$ cat config.mk
export PLATFORM = sky130hd
export DESIGN_NAME = keypad_scan_flat
export DESIGN_NICKNAME = d
export VERILOG_FILES = /design/src/rtl/keypad_scan_if.sv /design/src/rtl/keypad_scan.sv /design/src/flat_wrapper.sv
export SDC_FILE = /design/constraint.sdc
export NUM_CORES = 1
export LEC_CHECK = 0
export ABC_AREA = 1
export CORE_MARGIN = 1
export CORE_UTILIZATION = 59
export DETAILED_ROUTE_END_ITERATION = 6
export PLACE_DENSITY = 0.85
export SETUP_SLACK_MARGIN = 0.1
export SKIP_CTS_REPAIR_TIMING = 1
export SYNTH_ARGS = -nofsm -noshare
export SYNTH_HDL_FRONTEND = slang
export SYNTH_SLANG_ARGS = --single-unit
$ cat constraint.sdc
create_clock -name clk -period 23.6 [get_ports clk]
set_input_delay 5.9 -clock clk [delete_from_list [all_inputs] [get_ports clk]]
set_output_delay 5.9 -clock clk [all_outputs]
set_load 0.02 [all_outputs]
$ cat src/rtl/keypad_scan_if.sv
// CPU bridge slot for the keypad device: word address, write/read strobes, data both ways, level irq.
// No flow control: reads are combinational, writes and pops complete on the strobed clock edge.
// The master drives address/strobes/write data; the slave returns read data and irq.
interface keypad_scan_if;
    logic [2:0]  Addr;
    logic        enable;
    logic        rd_en;
    logic [31:0] data_in;
    logic [31:0] data_return_cpu;
    logic        irq;

    modport master (
        output Addr, enable, rd_en, data_in,
        input  data_return_cpu, irq
    );

    modport slave (
        input  Addr, enable, rd_en, data_in,
        output data_return_cpu, irq
    );
endinterface

$ cat src/rtl/keypad_scan.sv
// 4x4 keypad scanner: column scan, frame-level debounce, 4-deep key-code FIFO read over the CPU slot.
// Latency: one debounce decision per 4*SCAN_DIV-cycle frame; the accepted code lands in the FIFO 2 cycles after the last column sample.
// Backpressure: none; a press arriving with the FIFO full is dropped and latches a sticky overflow flag.
module keypad_scan #(
    parameter int SCAN_DIV = 1000,
    parameter int DEBOUNCE = 4
) (
    input  logic               clk,
    input  logic               reset,
    output logic [3:0]         col_out,
    input  logic [3:0]         row_in,
    keypad_scan_if.slave       bus
);
    localparam int DIV_W = (SCAN_DIV > 1) ? $clog2(SCAN_DIV) : 1;
    localparam int CNT_W = $clog2(DEBOUNCE + 1);
    localparam logic [DIV_W-1:0] DIV_LAST = DIV_W'(SCAN_DIV - 1);
    localparam logic [CNT_W-1:0] DEB_MAX  = CNT_W'(DEBOUNCE);

    typedef enum logic {IDLE, HELD} state_t;

    // scan state
    logic             started;
    logic [DIV_W-1:0] div_cnt;
    logic [1:0]       column;
    logic [3:0]       row_meta;
    logic [3:0]       row_sync;
    logic [15:0]      snap;
    logic             frame_done;

    // key fsm state
    state_t           state;
    logic [CNT_W-1:0] cnt;
    logic             prev_single;
    logic [3:0]       prev_key;
    logic             push_vld;
    logic [3:0]       push_dat;

    // fifo and registers
    logic [3:0]       mem [4];
    logic [1:0]       rd_ptr;
    logic [1:0]       wr_ptr;
    logic [2:0]       level;
    logic             ovf;
    logic             irq_en;
    logic             irq_q;

    // frame decode
    logic [4:0]       n_keys;
    logic [3:0]       key_idx;
    logic             single;
    logic             same_key;
    logic [CNT_W-1:0] cnt_plus;
    logic [CNT_W-1:0] cnt_idle;

    // bus decode
    logic             key_vld;
    logic             pop;
    logic             ctrl_wr;
    logic             flush;
    logic             ovf_clr;
    logic             ovf_set;
    logic             do_push;
    logic [31:0]      rd_dat;
    logic             unused_dat;

    assign unused_dat = ^bus.data_in[31:3];

    always_ff @(posedge clk or negedge reset) begin
        if (!reset) begin
            row_meta <= 4'hF;
            row_sync <= 4'hF;
        end else begin
            row_meta <= row_in;
            row_sync <= row_meta;
        end
    end

    // Column c is sampled on the last cycle of its own window; frame_done marks the cycle after column 3.
    always_ff @(posedge clk or negedge reset) begin
        if (!reset) begin
            started    <= 1'b0;
            col_out    <= 4'b1111;
            div_cnt    <= '0;
            column     <= 2'd0;
            snap       <= '0;
            frame_done <= 1'b0;
        end else if (!started) begin
            started    <= 1'b1;
            col_out    <= 4'b1110;
            div_cnt    <= '0;
            column     <= 2'd0;
            frame_done <= 1'b0;
        end else begin
            frame_done <= 1'b0;
            if (div_cnt == DIV_LAST) begin
                div_cnt    <= '0;
                column     <= column + 2'd1;
                col_out    <= ~(4'b0001 << (column + 2'd1));
                frame_done <= (column == 2'd3);
                for (int r = 0; r < 4; r++) begin
                    snap[4*r + int'(column)] <= ~row_sync[r];
                end
            end else begin
                div_cnt <= div_cnt + 1'b1;
            end
        end
    end

    always_comb begin
        n_keys  = '0;
        key_idx = '0;
        for (int i = 0; i < 16; i++) begin
            if (snap[i]) begin
                n_keys  = n_keys + 5'd1;
                key_idx = 4'(i);
            end
        end
        single   = (n_keys == 5'd1);
        same_key = single && prev_single && (key_idx == prev_key);
        cnt_plus = cnt + 1'b1;
        cnt_idle = same_key ? cnt_plus : CNT_W'(1);
    end

    always_ff @(posedge clk or negedge reset) begin
        if (!reset) begin
            state       <= IDLE;
            cnt         <= '0;
            prev_single <= 1'b0;
            prev_key    <= 4'd0;
            push_vld    <= 1'b0;
            push_dat    <= 4'd0;
        end else begin
            push_vld <= 1'b0;
            if (frame_done) begin
                prev_single <= single;
                prev_key    <= key_idx;
                case (state)
                    IDLE: begin
                        if (!single) begin
                            cnt <= '0;
                        end else if (cnt_idle == DEB_MAX) begin
                            push_vld <= 1'b1;
                            push_dat <= key_idx;
                            state    <= HELD;
                            cnt      <= '0;
                        end else begin
                            cnt <= cnt_idle;
                        end
                    end
                    HELD: begin
                        // any key during a hold restarts the release count; nothing repeats
                        if (n_keys != 5'd0) begin
                            cnt <= '0;
                        end else if (cnt_plus == DEB_MAX) begin
                            state <= IDLE;
                            cnt   <= '0;
                        end else begin
                            cnt <= cnt_plus;
                        end
                    end
                    default: begin
                        state <= IDLE;
                        cnt   <= '0;
                    end
                endcase
            end
        end
    end

    assign key_vld = (level != 3'd0);
    assign pop     = bus.rd_en && (bus.Addr == 3'b000) && key_vld;
    assign ctrl_wr = bus.enable && (bus.Addr == 3'b010);
    assign flush   = ctrl_wr && bus.data_in[2];
    assign ovf_clr = ctrl_wr && bus.data_in[1];
    assign ovf_set = push_vld && (level == 3'd4) && !pop && !flush;
    assign do_push = push_vld && ((level != 3'd4) || pop);

    // Flush beats push and pop; a push into a full FIFO survives only alongside a pop.
    always_ff @(posedge clk or negedge reset) begin
        if (!reset) begin
            for (int i = 0; i < 4; i++) begin
                mem[i] <= 4'd0;
            end
            rd_ptr <= 2'd0;
            wr_ptr <= 2'd0;
            level  <= 3'd0;
            ovf    <= 1'b0;
            irq_en <= 1'b0;
            irq_q  <= 1'b0;
        end else begin
            irq_q <= irq_en && key_vld;
            if (ctrl_wr) begin
                irq_en <= bus.data_in[0];
            end
            if (ovf_set) begin
                ovf <= 1'b1;
            end else if (ovf_clr) begin
                ovf <= 1'b0;
            end
            if (flush) begin
                rd_ptr <= 2'd0;
                wr_ptr <= 2'd0;
                level  <= 3'd0;
            end else begin
                if (do_push) begin
                    mem[wr_ptr] <= push_dat;
                    wr_ptr      <= wr_ptr + 2'd1;
                end
                if (pop) begin
                    rd_ptr <= rd_ptr + 2'd1;
                end
                level <= level + {2'b0, do_push} - {2'b0, pop};
            end
        end
    end

    always_comb begin
        rd_dat = '0;
        case (bus.Addr)
            3'b000:  rd_dat = {27'b0, key_vld, key_vld ? mem[rd_ptr] : 4'd0};
            3'b001:  rd_dat = {27'b0, irq_en, ovf, level};
            3'b010:  rd_dat = {31'b0, irq_en};
            default: rd_dat = '0;
        endcase
    end

    assign bus.data_return_cpu = rd_dat;
    assign bus.irq             = irq_q;

endmodule

$ cat src/flat_wrapper.sv
// flat-port wrapper written by rule: the top's interface ports become plain ports
module keypad_scan_flat 
#(
    parameter int SCAN_DIV = 1000,
    parameter int DEBOUNCE = 4
)
  (clk, reset, col_out, row_in, bus_Addr, bus_enable, bus_rd_en, bus_data_in, bus_data_return_cpu, bus_irq);
  keypad_scan_if bus_i ();
  input  logic clk;
  input  logic reset;
  output logic [3:0] col_out;
  input  logic [3:0] row_in;
  input wire logic [$bits(bus_i.Addr)-1:0] bus_Addr;
  input wire logic [$bits(bus_i.enable)-1:0] bus_enable;
  input wire logic [$bits(bus_i.rd_en)-1:0] bus_rd_en;
  input wire logic [$bits(bus_i.data_in)-1:0] bus_data_in;
  output wire logic [$bits(bus_i.data_return_cpu)-1:0] bus_data_return_cpu;
  output wire logic [$bits(bus_i.irq)-1:0] bus_irq;
  assign bus_i.Addr = bus_Addr;
  assign bus_i.enable = bus_enable;
  assign bus_i.rd_en = bus_rd_en;
  assign bus_i.data_in = bus_data_in;
  assign bus_data_return_cpu = bus_i.data_return_cpu;
  assign bus_irq = bus_i.irq;
  keypad_scan #(.SCAN_DIV(SCAN_DIV), .DEBOUNCE(DEBOUNCE)) u_core (.clk(clk), .reset(reset), .col_out(col_out), .row_in(row_in), .bus(bus_i));
endmodule
==> results.sh <==
export IMPL_via_per_inst=5.10
export IMPL_rsz0062_at_grt="no"
export IMPL_fmax_mhz=73.0
export IMPL_tightestPinTransition_ns=1.00
export IMPL_fp_dieH_um=101
export IMPL_grt_max_degree=83
export IMPL_clock_latency_ns=0.36
export IMPL_die_w_um=101
export IMPL_powerDensity_mw_per_mm2=48.9
export IMPL_globalRoute_totalOverflow=0
export IMPL_ir_drop_mv=0.0435
export IMPL_cpMaxStageDelayCell="clkdlybuf4s50_1"
export IMPL_path_max_fanout=5
export IMPL_dp_hpwl_mm=8.44
export IMPL_start_kind="input pin"
export IMPL_synth_most_common_cell="nand2_1"
export IMPL_htreeDepth=3
export IMPL_cts_inserted_buffers=9
export IMPL_netlist_instances=793
export IMPL_finalCriticalPeriod_ns=13.69
export IMPL_nets=894
export IMPL_crit_type="in2out"
export IMPL_path_clk_slew_ns=0.10
export IMPL_hold_class="reg2reg"
export IMPL_ios=80
export IMPL_hold_slack_ns=0.361
export IMPL_finalHoldViolCount=0
export IMPL_yosysTopAreaCell="dfrtp_1"
export IMPL_path_cells="clkdlybuf4s50_1 -> nor2_1 -> nand2_1 -> nor2_1 -> nand2_1 -> o21ai_0 -> clkdlybuf4s50_1"
export IMPL_slew_viol_final=0
export IMPL_p_total_mw=0.307
export IMPL_tns_ns=0
export IMPL_wl_mm=11.0
export IMPL_cpPeakStageDelay_ns=0.62
export IMPL_grt_pass1_wl_mm=19.5
export IMPL_num_antenna_cells=0
export IMPL_drt_iter0_markers=238
export IMPL_antenna_found_initial=0
export IMPL_yosys_top_cells_area="dfrtp_1 (30%), nand2_1 (13%), inv_1 (8.1%)"
export IMPL_endpoint_kind="primary output"
export IMPL_placed_cells=938
export IMPL_synth_edf_count=0
export IMPL_synth_seq_cells=82
export IMPL_area_growth_pct=7.89
export IMPL_drc_errors=0
export IMPL_avgSynthCellArea_um2=7.34
export IMPL_ant_nets=0
export IMPL_gp_congestion=0.827
export IMPL_grt_util_all_layers=0.236
export IMPL_final_cells=954
export IMPL_setup_viol=0
export IMPL_place_ws_ns=9.93
export IMPL_cts_tree="built"
export IMPL_period_share=0.580
export IMPL_p_leak_nw=3.59
export IMPL_worst_slew_margin_rel=0.331
export IMPL_route_vias_total=4863
export IMPL_synth_cell_area_mm2=0.00582
export IMPL_cap_violations=0
export IMPL_ys_seq_area_frac=0.355
export IMPL_cts_buffer_depth=2
export IMPL_setup_slack_ns=9.91
export IMPL_cts_root_buf="clkbuf_8"
export IMPL_wire_per_inst_um=11.5
export IMPL_status="completed"
export IMPL_drive_above_1_share=0.149
export IMPL_std_cell_rows=35
export IMPL_grt_pass1_vias=4750
export IMPL_postSynth_asyncResetShare=1.00
export IMPL_synth_warnings=0
export IMPL_yosysUniqueCellTypes=47
export IMPL_port_buffers=23
export IMPL_cts_sinks=82
export IMPL_synth_cells_most_frequent="nand2_1 (196), inv_1 (126), dfrtp_1 (70)"
export IMPL_drtPass1Iterations=7
export IMPL_synth_top_area_share=0.301
export IMPL_die_area_mm2=0.0103
export IMPL_cp_data_required_time_ns=17.70
export IMPL_core_area_mm2=0.00942
export IMPL_worstPathArrival_ns=7.79
export IMPL_start_util=0.618
export IMPL_yosys_most_used_dff="dfrtp_1"
export IMPL_skew_ns=0.0166
==> worst max-delay path: cells and delay by family <==
family                 cells  cell delay [ns]
AND/OR/NAND/NOR            4             0.73
buffers and inverters      2             1.06
AO/OA/AOI/OAI              1             0.10
==> final timing paths <==
path,from,end,slack (ns),cells after the start
worst max-delay path,bus_Addr[1],bus_data_return_cpu[2],9.91,7
worst min-delay path,u_core.row_meta[0]$_DFF_PN1_,u_core.row_sync[0]$_DFF_PN1_,0.36,0
worst max register to register,u_core.snap[1]$_DFFE_PN0P_,u_core.push_dat[0]$_DFFE_PN0P_,15.03,54
worst min register to register,u_core.row_meta[0]$_DFF_PN1_,u_core.row_sync[0]$_DFF_PN1_,0.36,0
max in group asynchronous,reset,u_core.prev_key[0]$_DFFE_PN0P_,17.25,1
min in group asynchronous,reset,u_core.bus.irq$_DFF_PN0_,5.70,1
==> through the flow <==
stage          instance area, µm²  utilization
2_1_floorplan                5920            -
3_3_place_gp                 6080        0.646
3_5_place_dp                 6080        0.646
4_1_cts                      6280        0.667
5_1_grt                      6280        0.667
6_report                     6280        0.667
==> flip-flops by register name, indices dropped and copies added (netlist names) <==
| register | flops |
|---|---|
| u_core.irq_en | 1 |
| u_core.bus.irq | 1 |
| u_core.prev_single | 1 |
| u_core.row_sync | 4 |
| u_core.div_cnt | 10 |
| u_core.wr_ptr | 2 |
| u_core.mem | 16 |
| u_core.col_out | 4 |
| u_core.push_dat | 4 |
| u_core.frame_done | 1 |
| u_core.cnt | 3 |
| u_core.started | 1 |
| u_core.prev_key | 4 |
| u_core.state | 1 |
| u_core.snap | 16 |
| u_core.row_meta | 4 |
| u_core.column | 2 |
| u_core.rd_ptr | 2 |
| u_core.level | 3 |
| u_core.push_vld | 1 |
| u_core.ovf | 1 |
==> kinds of logic after synthesis <==
group                      share of synthesized area
other                                        0.00129
AOI/OAI and AO/OA                             0.0785
and+or+nand+nor                                0.355
adders and majority gates                     0.0679
buffers and inverters                          0.126
muxes                                        0.00774
xor gates and xnor gates                     0.00903
DFF                                            0.355
==> power breakdown <==
part           internal (mW)  switching (mW)
sequential             0.148         0.00763
combinational         0.0188          0.0327
clock                 0.0422          0.0578
total                  0.209          0.0981
==> cell usage in the layout (no fill, tap or decap), types with 4 or more instances in the layout <==
cell,instances
o32ai_1,4
nand3_2,18
clkdlybuf4s50_1,22
nand4_1,8
o21ai_0,52
nor2_1,66
conb_1,28
a21oi_1,11
dfstp_2,12
dfrtp_1,70
nor3_1,8
nand3_1,51
clkbuf_8,9
nand2_1,196
mux2_2,4
nand2_2,49
inv_2,7
inv_1,126
ha_1,30
==> routing by layer <==
| layer | up-vias | track usage | wire [µm] | share of wire |
|---|---|---|---|---|
| met4 | 0 | 0.0635 | 118 | 0.011 |
| met1 | 2243 | 0.276 | 4860 | 0.44 |
| met2 | 110 | 0.447 | 5560 | 0.51 |
| met5 | - | 0 | 0 | 0 |
| li1 | 2499 | - | - | - |
| met3 | 11 | 0.0345 | 445 | 0.041 |
==> final cells by class <==
class / instances / area [µm²]
inverters: 134 / 503
multi-input cells: 570 / 3120
well taps: 129 / 161
clock inverters: 7 / 76.3
clock buffers: 9 / 124
repair buffers: 23 / 228
fillers: 772 / 3140
flip-flops and latches: 82 / 2070
No activity file was read; power rests on OpenSTA's default activity.
